==> config.mk <==
export PLATFORM = sky130hd
export DESIGN_NAME = if_stage
export DESIGN_NICKNAME = d
export VERILOG_FILES = /design/src/rtl/if_stage.sv
export SDC_FILE = /design/constraint.sdc
export NUM_CORES = 1
export LEC_CHECK = 0
export CAP_MARGIN = 0
export CELL_PAD_IN_SITES_DETAIL_PLACEMENT = 0
export CELL_PAD_IN_SITES_GLOBAL_PLACEMENT = 1
export CORE_MARGIN = 4
export CORE_UTILIZATION = 33
export DETAILED_ROUTE_END_ITERATION = 16
export PLACE_DENSITY_LB_ADDON = 0.1
export SYNTH_ARGS = -nofsm -noshare
export SYNTH_HDL_FRONTEND = slang
export SYNTH_SLANG_ARGS = --single-unit
==> constraint.sdc <==
create_clock -name clk -period 3.2 [get_ports clk]
set_clock_uncertainty 0.2 [all_clocks]
set_input_delay 0.96 -clock clk [delete_from_list [all_inputs] [get_ports clk]]
set_output_delay 0.96 -clock clk [all_outputs]
set_load 0.02 [all_outputs]
==> src/rtl/if_stage.sv <==
// Instruction fetch stage: owns the PC, reads a combinational instruction memory,
// pre-classifies the opcode and registers everything into the IF/ID pipeline register.
module if_stage #(
  parameter logic [31:0] RESET_PC = 32'h0000_0000,
  parameter logic [31:0] NOP_INST = 32'h0000_0013
) (
  input  logic        clk,
  input  logic        rst,
  input  logic        stall,
  input  logic        flush,
  input  logic        redirect_valid,
  input  logic [31:0] redirect_pc,
  output logic [31:0] imem_addr,
  input  logic [31:0] imem_rdata,
  output logic        id_valid,
  output logic [31:0] id_pc,
  output logic [31:0] id_inst,
  output logic [3:0]  id_inst_type,
  output logic        id_illegal,
  output logic        misalign_err,
  output logic [31:0] fetch_count
);

  localparam logic [3:0] TYPE_BUBBLE  = 4'd1;
  localparam logic [3:0] TYPE_ILLEGAL = 4'd15;

  logic [31:0] pc_q, pc_d;
  logic        valid_q, valid_d;
  logic [31:0] id_pc_q, id_pc_d;
  logic [31:0] inst_q, inst_d;
  logic [3:0]  type_q, type_d;
  logic        illegal_q, illegal_d;
  logic        misalign_q, misalign_d;
  logic [31:0] count_q, count_d;

  logic [3:0]  fetch_type;
  logic        fetch_illegal;
  logic [31:0] pc_plus4;

  // Decode class is resolved here so ID sees it with no extra latency.
  always_comb begin
    fetch_type    = TYPE_ILLEGAL;
    fetch_illegal = 1'b0;
    unique case (imem_rdata[6:0])
      7'b0000011: fetch_type = 4'd0;
      7'b0010011: fetch_type = 4'd1;
      7'b0100011: fetch_type = 4'd2;
      7'b0110011: fetch_type = 4'd3;
      7'b0110111: fetch_type = 4'd4;
      7'b0010111: fetch_type = 4'd5;
      7'b1100011: fetch_type = 4'd6;
      7'b1100111: fetch_type = 4'd7;
      7'b1101111: fetch_type = 4'd8;
      default: begin
        fetch_type    = TYPE_ILLEGAL;
        fetch_illegal = 1'b1;
      end
    endcase
  end

  assign pc_plus4 = pc_q + 32'd4;

  // Priority: redirect > flush > stall > normal fetch (reset handled in the flop block).
  always_comb begin
    pc_d       = pc_q;
    valid_d    = valid_q;
    id_pc_d    = id_pc_q;
    inst_d     = inst_q;
    type_d     = type_q;
    illegal_d  = illegal_q;
    misalign_d = misalign_q;
    count_d    = count_q;
    if (redirect_valid) begin
      pc_d      = {redirect_pc[31:2], 2'b00};
      valid_d   = 1'b0;
      id_pc_d   = 32'd0;
      inst_d    = NOP_INST;
      type_d    = TYPE_BUBBLE;
      illegal_d = 1'b0;
      if (redirect_pc[1:0] != 2'b00) misalign_d = 1'b1;
    end else if (flush) begin
      // The word fetched this cycle is dropped; the PC still advances unless stalled.
      if (!stall) pc_d = pc_plus4;
      valid_d   = 1'b0;
      id_pc_d   = 32'd0;
      inst_d    = NOP_INST;
      type_d    = TYPE_BUBBLE;
      illegal_d = 1'b0;
    end else if (!stall) begin
      pc_d      = pc_plus4;
      valid_d   = 1'b1;
      id_pc_d   = pc_q;
      inst_d    = imem_rdata;
      type_d    = fetch_type;
      illegal_d = fetch_illegal;
      count_d   = count_q + 32'd1;
    end
  end

  always_ff @(posedge clk) begin
    if (rst) begin
      pc_q       <= RESET_PC;
      valid_q    <= 1'b0;
      id_pc_q    <= 32'd0;
      inst_q     <= NOP_INST;
      type_q     <= TYPE_BUBBLE;
      illegal_q  <= 1'b0;
      misalign_q <= 1'b0;
      count_q    <= 32'd0;
    end else begin
      pc_q       <= pc_d;
      valid_q    <= valid_d;
      id_pc_q    <= id_pc_d;
      inst_q     <= inst_d;
      type_q     <= type_d;
      illegal_q  <= illegal_d;
      misalign_q <= misalign_d;
      count_q    <= count_d;
    end
  end

  assign imem_addr    = pc_q;
  assign id_valid     = valid_q;
  assign id_pc        = id_pc_q;
  assign id_inst      = inst_q;
  assign id_inst_type = type_q;
  assign id_illegal   = illegal_q;
  assign misalign_err = misalign_q;
  assign fetch_count  = count_q;

endmodule

==> summary.md, run 1 <==
| Metric | Value |
|---|---|
| DR vias/cell | 5.100 |
| Sum of negative setup slack | 0 ns |
| Fmax | 0.3381 GHz |
| Inst Count DP | 1053 |
| Gpl congestion | 0.7936 |
| Io pins | 204 |
| Sequential area share after synthesis | 0.4454 |
| RSZ-0062 raised after global routing | no |
| Critical path's top delay family | simple AND/OR/NAND/NOR gates |
| CP max-delay cell | or4b_1 |
| Maximum root-to-sink buffer count | 2 |
| Placed Area | 8094 um^2 |
| Synth area leaders | dfxtp_1 (45%), mux2i_1 (11%), nor2_1 (6.6%) |
| Row cnt | 48 |
| # DRC | 0 |
| Total CTS buffers | 17 |
| Post-Place Setup Slack | -0.1797 ns |
| Vias in the first global route | 5416 |
| VDD IR-drop max | 361.3 uV |
| Layout Cells excl Fill | 1085 |
| Hold WC Path Type | reg -> reg |
| Cell area after layout | 8796 um^2 |
| Maxcap violations | 0 |
| Clock Sinks | 131 |
| Die width | 141.6 um |
| Pre-Repair DR Iteration Count | 4 |
| Via count | 5533 |
| Hold_buf cts | 0 |
| Hold_ws | 0.2562 ns |
| Setup Fix Bufs, Post-CTS | 0 |
| Cells on worst reg2reg path | 5 |
| CTS H-tree depth | 4 |
| R2R setup slack | 0.66 ns |
| Asr flop ratio synth | 0 |
| Period utilisation layout | 0.9244 |
| Seq cells post-synth | 131 |
| Worst-Margin Slew | 0.6594 ns |
| Largest net degree at the start of global routing | 60 |
| Distinct cells, synth | 57 |
| Placeable Area | 17420 um^2 |
| Final setup fails | 0 |
| Ant diodes | 0 |
| Initial DRC count | 357 |
| Fin worst setup slack | 0.2419 ns |
| Tmin final | 2.958 ns |
| Setup crit end kind | register |
| Crit path buf inv count | 3 |
| Max-slew violations | 0 |
| Status | completed |
| Post-synthesis instance total | 656 |
| All-layer global routing usage | 0.1725 |
| Clock Tree Root | clkbuf_16 |
| Detail Placement HPWL | 12.60 mm |
| Die H | 141.6 um |
| Post-CTS sizing | 0 |
| CTS tree | built |
| Port Buffer Count | 199 |
| Synth warnings | 0 |
| Hold Vio Cnt, Final | 0 |
| P&R area growth vs syn | 49.38% |
| Critical path peak fanout | 6 |
| Syn_area_per_cell | 8.976 um^2 |
| Initial antenna violation count | 0 |
| Crit-path cells | clkdlybuf4s50_1 > or4b_1 > buf_4 > nor4_1 > buf_4 > or4b_1 > a21oi_1 |
| Routed Antenna Nets | 0 |
| Worst Hold Path Cells | 1 |
| Top-count cell post-synth | dfxtp_1 |
| Top_reg_cell synth | dfxtp_1 |
| EDFF count, synth | 0 |
| CP max stage delay | 0.55 ns |
| Clock slew at reported path FFs | 0.06 ns |
| Rel. slew slack | 0.5604 |
| Arr. time, crit path | 3.10 ns |
| Gr ovfl total | 0 |
| Core Util, Final | 0.5050 |
| Fin nets | 918 |
| Power, Total | 4.430 mW |
| PD cells | 503.6 nW/um^2 |
| WL final | 17.47 mm |
| Routed len/inst | 16.10 um |
| Crit Path Category | in -> reg |
| Synth area leader | dfxtp_1 |
| Worst Path Required | 3.34 ns |
| Layout cells sized above 1 | 0.06977 |
| Mapped cell area | 5888 um^2 |
| Skew-Pair Late Insertion Delay | 0.41 ns |
| Commonest cells in the synthesized netlist | dfxtp_1 (131), nor2_1 (103), mux2i_1 (64) |
| Leakage dissipation | 3.156 nW |
| Critical Path Stages | 7 |
| Synth top area share | 0.4454 |
| Global-route wire length before repair | 28.08 mm |
| Starting Density | 0.3381 |
| Startpoint Class | primary input |
| DIE AREA | 20040 um^2 |
[kinds of logic (layout without fill, tap and decap cells)]
| family | Yosys count | in the layout | share of synthesized area |
|---|---|---|---|
| compound gates | 101 | 101 | 0.1139 |
| xor+xnor | 19 | 19 | 0.02826 |
| fa+ha+maj | 2 | 2 | 0.004249 |
| buf+inv | 65 | 266 | 0.05057 |
| flops | 131 | 131 | 0.4454 |
| mux | 69 | 69 | 0.1184 |
| other cells | 1 | 4 | 0.0006369 |
| simple gates | 268 | 268 | 0.2386 |
[path summary, 6_finish.rpt]
kind                          end           start
setup / recovery  fetch_count[24]  redirect_valid
hold / removal           id_valid        id_valid
setup reg to reg    imem_addr[26]    imem_addr[2]
hold reg to reg          id_valid        id_valid
[state kept, by name, indices dropped and copies added, names as in the netlist]
signal,flops
id_inst_type,4
id_valid,1
misalign_err,1
imem_addr,30
id_illegal,1
id_pc,30
fetch_count,32
id_inst,32
[worst register-to-register path, cell delays in order (launching register included)]
cell and delay, ns:
dfxtp_1 0.50, ha_1 0.25, nand4_1 0.12, or4_1 0.62
or3_1 0.39, a2111oi_1 0.35
[placed cells by master (no fill, tap or decap), types with 12 or more instances in the layout]
master | netlist | final
nor2_1 | 103 | 103
inv_1 | 19 | 19
xnor2_1 | 13 | 13
nand4_1 | 15 | 15
mux2i_1 | 64 | 64
o21ai_0 | 19 | 19
clkdlybuf4s50_1 | 0 | 197
nor3_1 | 13 | 13
o31ai_1 | 12 | 12
buf_4 | 4 | 13
dfxtp_1 | 131 | 131
a21oi_1 | 27 | 27
or3_1 | 15 | 14
nor4_1 | 14 | 14
nand2_1 | 33 | 33
or4_1 | 14 | 14
nand3_1 | 14 | 14
clkbuf_16 | 0 | 17
[power by group]
part           internal (mW)  leakage [nW]  switching (mW)
logic                  0.223          1.75           0.203
clock network           1.55         0.336           0.722
registers               1.67          1.07          0.0581
total                   3.45          3.16           0.984
[layer usage]
layer | vias up | global-route usage | share of wire
met5 | - | 0 | 0
met2 | 176 | 0.2748 | 0.47
met3 | 18 | 0.05258 | 0.074
li1 | 2756 | - | -
met4 | 0 | 0.05808 | 0.014
met1 | 2583 | 0.2231 | 0.44
[layout make-up]
| class | instances | area, um^2 |
|---|---|---|
| Clock buffer | 21 | 480.5 |
| Clock inverter | 11 | 221.5 |
| Tap cell | 225 | 281.5 |
| Sequential cell | 131 | 2623 |
| Timing Repair Buffer | 214 | 2135 |
| Fill cell | 1649 | 8621 |
| Multi-Input combinational cell | 463 | 2980 |
| Inverter | 20 | 75.07 |
(Power assumes the default switching activity.)
==> run 2: changes to the inputs <==
Settings changed: GPL_TIMING_DRIVEN set to 1, MAX_ROUTING_LAYER set to met4.
==> run 2 against run 1 <==
Against the previous run: wire length is 0.20% lower; core utilization stayed put; sequential share of layout area stayed put; maximum frequency hardly changed; first-iteration DRC count is 2.8% lower; largest power group unchanged.
==> summary.md, run 2 (synthesis gave the netlist of run 1 again) <==
| Metric | Value |
|---|---|
| Status | completed (unchanged) |
| Layout cells sized above 1 | 0.06977 (unchanged) |
| Max-slew violations | 0 (unchanged) |
| Worst Path Required | 3.34 ns (about the same) |
| Post-CTS sizing | 0 (unchanged) |
| Placeable Area | 17420 um^2 (unchanged) |
| CP max stage delay | 0.54 ns (was 0.55 ns) |
| Power, Total | 4.435 mW (was 4.430 mW) |
| Worst Hold Path Cells | 1 (unchanged) |
| RR Startpoint | fetch_count[0] (was imem_addr[2]) |
| Tmin final | 2.960 ns (was 2.958 ns) |
| Starting Density | 0.3381 (unchanged) |
| Via count | 5521 (was 5533) |
| Critical path peak fanout | 6 (unchanged) |
| WL final | 17.43 mm (was 17.47 mm) |
| Detail Placement HPWL | 12.60 mm (unchanged) |
| Pre-Repair DR Iteration Count | 4 (unchanged) |
| Sum of negative setup slack | 0 ns (unchanged) |
| Fillers | 1649 (unchanged) |
| Total CTS buffers | 17 (unchanged) |
| Routed len/inst | 16.07 um (was 16.10 um) |
| Setup crit end kind | register (unchanged) |
| DR vias/cell | 5.088 (was 5.100) |
| Core Util, Final | 0.5050 (unchanged) |
| Setup Fix Bufs, Post-CTS | 0 (unchanged) |
| FF-to-FF End | fetch_count[26] (was imem_addr[26]) |
| Commonest cells after routing, fill and taps aside | clkdlybuf4s50_1 (197), dfxtp_1 (131), nor2_1 (103), mux2i_1 (64), nand2_1 (33) (unchanged) |
| Clock Tree Root | clkbuf_16 (unchanged) |
| Cells on worst reg2reg path | 7 (was 5) |
| Leakage dissipation | 3.156 nW (unchanged) |
| Ant diodes | 0 (unchanged) |
| Fmax | 0.3379 GHz (was 0.3381 GHz) |
| Multi-input logic area | 2980 um^2 (unchanged) |
| Vias in the first global route | 5415 (was 5416) |
| CP max-delay cell | or4b_1 (unchanged) |
| PD cells | 504.2 nW/um^2 (was 503.6 nW/um^2) |
| Die width | 141.6 um (unchanged) |
| Hold WC Path Type | reg -> reg (unchanged) |
| CTS tree | built (unchanged) |
| Worst-Margin Slew | 0.6579 ns (was 0.6594 ns) |
| Skew-Pair Late Insertion Delay | 0.41 ns (about the same) |
| P&R area growth vs syn | 49.38% (unchanged) |
| Register area | 2623 um^2 (unchanged) |
| Initial antenna violation count | 0 (unchanged) |
| Largest net degree at the start of global routing | 60 (unchanged) |
| Commonest non-fill, non-tap cell in the layout | clkdlybuf4s50_1 (unchanged) |
| Gr ovfl total | 0 (unchanged) |
| Clock Sinks | 131 (unchanged) |
| Routed Antenna Nets | 0 (unchanged) |
| Fin nets | 918 (unchanged) |
| R2R setup slack | 0.67 ns (was 0.66 ns) |
| Clock slew at reported path FFs | 0.06 ns (about the same) |
| Crit Path Category | in -> reg (unchanged) |
| Crit-path cells | clkdlybuf4s50_1 > or4b_1 > buf_4 > nor4_1 > buf_4 > or4b_1 > a21oi_1 (unchanged) |
| Final setup fails | 0 (unchanged) |
| Hold Vio Cnt, Final | 0 (unchanged) |
| Worst-case hold path end point | id_valid (unchanged) |
| Port Buffer Count | 199 (unchanged) |
| All-layer global routing usage | 0.1774 (was 0.1725) |
| # DRC | 0 (unchanged) |
| Io pins | 204 (unchanged) |
| Arr. time, crit path | 3.10 ns (about the same) |
| VDD IR-drop max | 360.7 uV (was 361.3 uV) |
| DIE AREA | 20040 um^2 (unchanged) |
| Row cnt | 48 (unchanged) |
| Hold Startpoint | id_valid (unchanged) |
| Global-route wire length before repair | 28.08 mm (about the same) |
| Die H | 141.6 um (unchanged) |
| Period utilisation layout | 0.9250 (was 0.9244) |
| Initial DRC count | 347 (was 357) |
| Hold_ws | 0.2569 ns (was 0.2562 ns) |
| Maxcap violations | 0 (unchanged) |
| Gpl congestion | 0.8049 (was 0.7936) |
| CTS H-tree depth | 4 (unchanged) |
| Hold_buf cts | 0 (unchanged) |
| Rel. slew slack | 0.5614 (was 0.5604) |
| Maximum root-to-sink buffer count | 2 (unchanged) |
| Startpoint Class | primary input (unchanged) |
| RSZ-0062 raised after global routing | no (unchanged) |
## run 2: cell counts in the layout (fill, tap and decap cells not counted)
Identical to the previous run, type by type.
## run 2: critical path: cells and delay by family
kind / cells / cell delay (ns)
AOI/OAI and AO/OA: 1 / 0.16
and+or+nand+nor: 3 / 1.19
buffers and inverters: 3 / 0.77
## run 2: worst max path at each step
stage	startpoint	to	slack (ns)	cells past startpoint
after floorplan	stall	fetch_count[26]	0.29	6
after global placement	redirect_valid	fetch_count[26]	-0.11	7
after detailed placement	redirect_valid	fetch_count[24]	-0.18	7
after CTS	redirect_valid	fetch_count[26]	0.24	7
after global routing	redirect_valid	fetch_count[26]	0.14	7
final	redirect_valid	fetch_count[26]	0.24	7
## run 2: layout make-up
| cell class | count | share of cell area |
|---|---|---|
| Clock inverter | 11 | 0.02518 |
| Tap cell | 225 | 0.03201 |
| Clock buffer | 21 | 0.05462 |
| Inverter | 20 | 0.008535 |
| Multi-Input combinational cell | 463 | 0.3388 |
| Timing Repair Buffer | 214 | 0.2427 |
| Sequential cell | 131 | 0.2982 |
## run 2: power breakdown
part,total (mW),switching (mW),internal [mW]
Clock,2.28,0.728,1.55
Sequential,1.73,0.0578,1.67
Combinational,0.426,0.203,0.223
Total,4.44,0.989,3.45
## run 2: routing by layer
layer	up-vias	part of all wire	GRT usage
met2	160	0.47	0.2746
met5	-	0	-
met3	18	0.062	0.04954
li1	2745	-	-
met4	0	0.014	0.05505
met1	2598	0.45	0.2260
## run 2: stage by stage
stage / cells / area (um^2) / setup slack (ns)
3_3_place_gp: 1053 / 8094 / -0.1054
3_5_place_dp: 1053 / 8094 / -0.1797
6_report: 1085 / 8796 / 0.2401
5_1_grt: 1085 / 8796 / 0.1358
2_1_floorplan: 659 / 5899 / 0.2920
4_1_cts: 1085 / 8796 / 0.2385
